<file path="src/rtl/nes_attr_fetch.sv">
// Attribute-fetch stage: prefetches the 8 attribute bytes of a 32-pixel row band during hblank
// and supplies a registered 2-bit palette select for every visible pixel.
module nes_attr_fetch (
   input  logic       clk,
   input  logic       rst,
   input  logic       line_start,
   input  logic [7:0] row,
   output logic [6:0] attr_addr,
   input  logic [7:0] attr_data,
   input  logic [7:0] col,
   input  logic       pix_valid,
   output logic [1:0] pal,
   output logic       pal_valid,
   output logic       busy,
   output logic       ready,
   output logic       underrun
);

   typedef enum logic [1:0] {StIdle, StLoad, StReady} state_e;

   state_e      state_q, state_d;
   logic [2:0]  band_q, band_d;
   logic        vhalf_q, vhalf_d;
   logic [2:0]  idx_q, idx_d;
   logic [2:0]  loaded_band_q, loaded_band_d;
   logic        buf_valid_q, buf_valid_d;
   logic [7:0]  line_buf_q [8];
   logic [7:0]  line_buf_d [8];
   logic [6:0]  addr_q, addr_d;
   logic        busy_q, busy_d;
   logic        ready_q, ready_d;
   logic [1:0]  pal_q, pal_d;
   logic        pal_valid_q, pal_valid_d;
   logic        underrun_q, underrun_d;

   logic [2:0]  idx_next;
   logic [2:0]  shift;
   logic [7:0]  shifted;
   logic        hit;

   // Only the band/half and quadrant bits of row and col select anything.
   logic        unused_bits;
   assign unused_bits = ^{row[3:0], col[3:0]};

   assign idx_next = idx_q + 3'd1;
   assign hit      = buf_valid_q && (row[7:5] == loaded_band_q);

   // Quadrant select uses the pre-update half and buffer when a pixel coincides with line_start.
   assign shift    = {vhalf_q, col[4], 1'b0};
   assign shifted  = line_buf_q[col[7:5]] >> shift;

   always_comb begin
      state_d       = state_q;
      band_d        = band_q;
      vhalf_d       = vhalf_q;
      idx_d         = idx_q;
      loaded_band_d = loaded_band_q;
      buf_valid_d   = buf_valid_q;
      line_buf_d    = line_buf_q;
      addr_d        = addr_q;
      busy_d        = busy_q;
      ready_d       = ready_q;

      case (state_q)
         StLoad: begin
            line_buf_d[idx_q] = attr_data;
            idx_d             = idx_next;
            addr_d            = {1'b0, band_q, idx_next};
            if (idx_q == 3'd7) begin
               loaded_band_d = band_q;
               buf_valid_d   = 1'b1;
               state_d       = StReady;
               busy_d        = 1'b0;
               ready_d       = 1'b1;
               addr_d        = 7'd0;
            end
         end
         default: ;
      endcase

      // A new line always wins over a load in progress; partial contents are abandoned.
      if (line_start) begin
         band_d  = row[7:5];
         vhalf_d = row[4];
         if (hit) begin
            state_d = StReady;
            ready_d = 1'b1;
            busy_d  = 1'b0;
            addr_d  = 7'd0;
         end else begin
            state_d     = StLoad;
            idx_d       = 3'd0;
            busy_d      = 1'b1;
            ready_d     = 1'b0;
            buf_valid_d = 1'b0;
            addr_d      = {1'b0, row[7:5], 3'd0};
         end
      end
   end

   always_comb begin
      pal_d       = 2'b00;
      pal_valid_d = 1'b0;
      underrun_d  = underrun_q;
      if (pix_valid) begin
         if (ready_q) begin
            pal_d       = shifted[1:0];
            pal_valid_d = 1'b1;
         end else begin
            underrun_d  = 1'b1;
         end
      end
   end

   always_ff @(posedge clk) begin
      if (rst) begin
         state_q       <= StIdle;
         band_q        <= 3'd0;
         vhalf_q       <= 1'b0;
         idx_q         <= 3'd0;
         loaded_band_q <= 3'd0;
         buf_valid_q   <= 1'b0;
         addr_q        <= 7'd0;
         busy_q        <= 1'b0;
         ready_q       <= 1'b0;
         pal_q         <= 2'b00;
         pal_valid_q   <= 1'b0;
         underrun_q    <= 1'b0;
      end else begin
         state_q       <= state_d;
         band_q        <= band_d;
         vhalf_q       <= vhalf_d;
         idx_q         <= idx_d;
         loaded_band_q <= loaded_band_d;
         buf_valid_q   <= buf_valid_d;
         line_buf_q    <= line_buf_d;
         addr_q        <= addr_d;
         busy_q        <= busy_d;
         ready_q       <= ready_d;
         pal_q         <= pal_d;
         pal_valid_q   <= pal_valid_d;
         underrun_q    <= underrun_d;
      end
   end

   assign attr_addr = addr_q;
   assign busy      = busy_q;
   assign ready     = ready_q;
   assign pal       = pal_q;
   assign pal_valid = pal_valid_q;
   assign underrun  = underrun_q;

endmodule

</file>
<file path="config.mk">
export PLATFORM = sky130hd
export DESIGN_NAME = nes_attr_fetch
export DESIGN_NICKNAME = d
export VERILOG_FILES = /design/src/rtl/nes_attr_fetch.sv
export SDC_FILE = /design/constraint.sdc
export NUM_CORES = 1
export LEC_CHECK = 0
export ABC_AREA = 0
export BUFFER_PORTS_ARGS = -buffer_cell sky130_fd_sc_hd__buf_2
export CORE_MARGIN = 4
export CORE_UTILIZATION = 55
export CTS_CLUSTER_SIZE = 10
export DETAILED_ROUTE_END_ITERATION = 10
export GPL_TIMING_DRIVEN = 0
export PLACE_DENSITY = 0.76
export SLEW_MARGIN = 20
export SYNTH_ARGS = -nofsm -noshare
export SYNTH_HDL_FRONTEND = slang
export SYNTH_SLANG_ARGS = --single-unit
</file>
<file path="constraint.sdc">
create_clock -name clk -period 3.1 [get_ports clk]
set_clock_uncertainty 0.1 [all_clocks]
set_input_delay 0.465 -clock clk [delete_from_list [all_inputs] [get_ports clk]]
set_output_delay 0.465 -clock clk [all_outputs]
set_load 0.05 [all_outputs]
</file>
# == Word level (Yosys, flattened, before mapping) ==
# Index checks and enable logic that the tools add are counted.
# totals
regBits,90
latchBits,0
ramBits,0
mem_bits_ro,0
in_bits,28
elab_cells,73
memories,0
# op_classes
add_sub_neg,1
multipliers,0
div,0
magnitude_cmp,3
eq_ne,3
shift,1
muxes,30
bitwise_logic,5
reduce_logical,10
# op_table
op,n
64-bit bitwise mux,1
8-bit binary-select mux with 3-bit select,1
8-bit demux with 3-bit select,1
8-bit 2-to-1 mux,3
7-bit 2-to-1 mux,2
1-bit 2-to-1 mux,13
6-bit 2-to-1 mux,2
3-bit 2-to-1 mux,3
"4-bit greater-or-equal comparator, second input constant",2
2-bit 2-to-1 mux,4
3-bit NOT with 4-bit output,2
2-bit AND reduction,4
8-bit by 3-bit right shift with 2-bit output,1
"4-bit by 1-bit < comparator with 1-bit output, second input constant",1
2-bit nonzero test,2
"3-bit by 1-bit adder with 3-bit output, second input constant",1
3-bit == test,1
"3-bit == test, second input constant",1
1-bit NOT,3
3-bit OR reduction,1
"2-bit by 1-bit == test with 1-bit output, second input constant",1
1-bit logical AND,2
2-bit OR reduction,1

# == Logic depth before layout (Yosys ltp) ==
# depth
word_depth,6
mapped_depth,6
depth_no_buf,5

# == Worst setup path after synthesis ==
# No wires, ideal clock.
# synth_timing
path_kind,flip-flop to flip-flop
from,reg state_q[0]
to,"reg line_buf_q[10] (netlist bit), enable pin"
setup_time_ns,0.370
arrival_ns,1.644
required_ns,2.630
setup_slack_ns,0.986
stages_incl_launch_ff,5
period_less_slack_ns,2.114
path_cell_list,dfxtp_1 -> nor2b_1 -> buf_2 -> nand2_1 -> nor2_1
# synth_between
elab_chain_len,2
# synth_lines
element,line_no,rtl
start: declaration,21,"state_e state_q, state_d;"
start signal: assignment,117,state_q <= StIdle;
start signal: assignment,130,state_q <= state_d;
2-bit by 1-bit == test with 1-bit output,64,case (state_q)
2-bit AND reduction (no source line),-,
end signal: assignment,136,line_buf_q <= line_buf_d;
end: declaration,27,logic [7:0] line_buf_q [8];
# No other way between the ends.
# A chain may end at the register's enable or synchronous reset.

# == Worst setup path after layout ==
# Ends and elaborated chain as after synthesis.

==> metrics.cfg <==
[finish]
fillers = 455
stdcell_count = 339
nets = 289
regArea_um2 = 2380
layout-drive-gt1-share_pct = 27.3
diodes = 0
multiInputGateArea_um2 = 1000
area_growth_pct = 12.5

[die]
io_pins = 41
core_um2 = 6030
die_h_um = 87.3
die_area_um2 = 7620
core.rowCount = 28
fp.dieW_um = 87.3
initial_core_util_pct = 57.4

[power]
p_per_area_nw_per_um2 = 542
p_switching_mw = 0.476
leakage_nw = 1.40
combPwrFrac_pct = 7.8
netSwitchingFraction_pct = 22.6
clockPowerShare_pct = 31.9
ir_drop_uv = 363
power_frac_seq_pct = 60.3
p_int_mw = 1.63

[worst_hold_path]
hold_path.class = input pin to flip-flop
hp-start = row[4]
holdPathStages = 3
hold_end = vhalf_q

[placed_design]
numPlacedInstances = 323
place.gp.congestion = 0.797
io_buffers = 29
dp_hpwl_um = 4430

[sta]
min_period_ps = 2320
timing.fmax_ghz = 0.432
post-route-period-util_pct = 74.7
setup_tns_ps = 0
worst_pin_slew_ps = 916
slew_violations = 0
rsz0062_at_grt = false
finalHoldViolations = 0
setup_viol = 0
relSlewSlack_pct = 38.7

[synthesis]
synthCells = 218
synth-warning-count = 0
synth_edf_count = 64
avgSynthCellArea_um2 = 15.9
ys_seq_elements = 87
yosys.cell_count.top_type = edfxtp_1
ys.flop_type = edfxtp_1
synth.distinct_cells = 35
yosys-top-cells-count = 64 x edfxtp_1, 23 x dfxtp_1, 23 x nor2_1
synth_top_area_share_pct = 55.6
synthArstFlopShare_pct = 0
synth_largest_area_cell = edfxtp_1
syn-num-nets = 248
yosys-top-cells-area = edfxtp_1 56%, dfxtp_1 13%, mux4_2 6.5%
yosysSeqAreaShare_pct = 68.9
synth_area_um2 = 3460

[routing]
vias = 1968
wl_per_cell_um = 18.8
vias_per_cell = 5.81
drc = 0
dr.pass1.iters = 4
ant_nets = 0
drtIter0Drc = 225
wirelength_um = 6380

[setup_path]
crit-reg2reg-capture = line_buf_q[10]
cp.required_ps = 2960
cp.arrival_ps = 2180
r2r-start = state_q[0]
start_kind = flip-flop
cp-end-kind = flip-flop
rrSetupSlack_ps = 780
reg2reg_depth = 4
crit_type = flip-flop to flip-flop
worstPathMaxFanout = 10

[outcome]
status = finished, final reports clean

[clock_network]
postCtsHoldBufs = 0
cts.clk_slew.worst_paths_ps = 80
ctsResizeCount = 0
tritoncts = yes
cts_root_buf = clkbuf_8
clock_sinks = 87
numCtsBuffers = 9
post_cts_buffers = 0
h-tree-depth = 3
clockBufferDepth = 2
insertion_delay_ps = 340

[global_route]
grt_pass1_wl_um = 10400
grt_pass1_vias = 2028
grt_max_degree = 14
grt-ovfl-total = 0
antenna_found_initial = 0
grt_util_all_layers_pct = 18.7

[flow_run]
maxCapViolations = 0

==> placed cells by master (no fill, tap or decap), types with 3 or more instances in the layout <==
cell type,netlist,layout
edfxtp_1,64,64
buf_2,3,32
nor2_1,23,23
dfxtp_1,23,23
mux2i_1,12,12
mux4_2,10,10
clkbuf_8,0,10
nand2_1,8,8
a21oi_1,8,8
clkbuf_1,5,7
mux2_2,6,6
nor3_1,10,6
nor3_2,0,4
mux4_1,4,4
xnor2_1,4,4
inv_1,4,4
buf_6,3,3
a221oi_1,3,3
==> power groups by stage <==
| stage | sequential (mW) | clock [mW] | combinational, mW |
|---|---|---|---|
| 6_report | 1.27 | 0.673 | 0.164 |
| 5_1_grt | 1.27 | 0.735 | 0.178 |
| 4_1_cts | 1.27 | 0.682 | 0.165 |
| 3_5_place_dp | 1.30 | 0 | 0.164 |
| 3_3_place_gp | 1.30 | 0 | 0.158 |
| 2_1_floorplan | 1.32 | 0 | 0.0849 |
==> area by class of cell <==
type,count,share of cell area [%]
Buffer,12,1.93
Multi-Input combinational cell,115,25.8
Clock buffer,12,3.73
Inverter,4,0.386
Timing Repair Buffer,30,3.92
Sequential cell,87,61.2
Clock inverter,4,0.547
Tap cell,75,2.41
==> routing by layer <==
layer  global-route usage (%)  part of all wire, %  up-vias
met3                     2.93                  4.6       14
met5                        0                    0        -
met2                     32.5                   52       57
li1                         -                    -      921
met4                     7.95                  2.3        0
met1                     23.2                   41      976
==> cell families after synthesis <==
kind of cell,after synthesis,synth area share (%)
buffers and inverters,16,2.61
AND/OR/NAND/NOR,51,6.62
XOR/XNOR,5,1.27
other,1,0.108
flip-flops,87,68.9
multiplexers,32,15.0
AO/OA/AOI/OAI,24,4.78
adder cells (fa/ha/maj),2,0.724
==> worst max-delay path, stage by stage (launching register included) <==
cell     delay, ps
dfxtp_1        380
nor2b_1        280
buf_2          290
nand2_1        140
nor2_1         760
==> flip-flops by register name, summed over array words and instances (netlist names) <==
signal,flops
band_q,3
idx_q,3
pal,2
loaded_band_q,3
line_buf_q,64
state_q,2
vhalf_q,1
buf_valid_q,1
pal_valid,1
attr_addr,6
underrun,1
==> metrics by stage <==
stage,utilization (%),cell area (um^2),worst slack (ps),power (mW),hold slack (ps)
2_1_floorplan,-,3460,986,1.41,324
3_3_place_gp,61.3,3700,497,1.46,341
3_5_place_dp,61.8,3720,800,1.46,351
4_1_cts,64.6,3890,777,2.12,253
5_1_grt,64.6,3890,652,2.19,272
6_report,64.6,3890,784,2.11,261
==> worst max path at each step <==
stage / start / slack [ps] / to / cells past startpoint
5_1_grt: state_q[0] / 650 / line_buf_q[10] / 4
6_report: state_q[0] / 780 / line_buf_q[10] / 4
3_5_place_dp: state_q[0] / 800 / line_buf_q[16] / 4
2_1_floorplan: state_q[0] / 990 / line_buf_q[10] / 4
3_3_place_gp: rst / 500 / line_buf_q[48] / 5
4_1_cts: state_q[0] / 780 / line_buf_q[19] / 4
No activity file was read; power rests on OpenSTA's default activity.
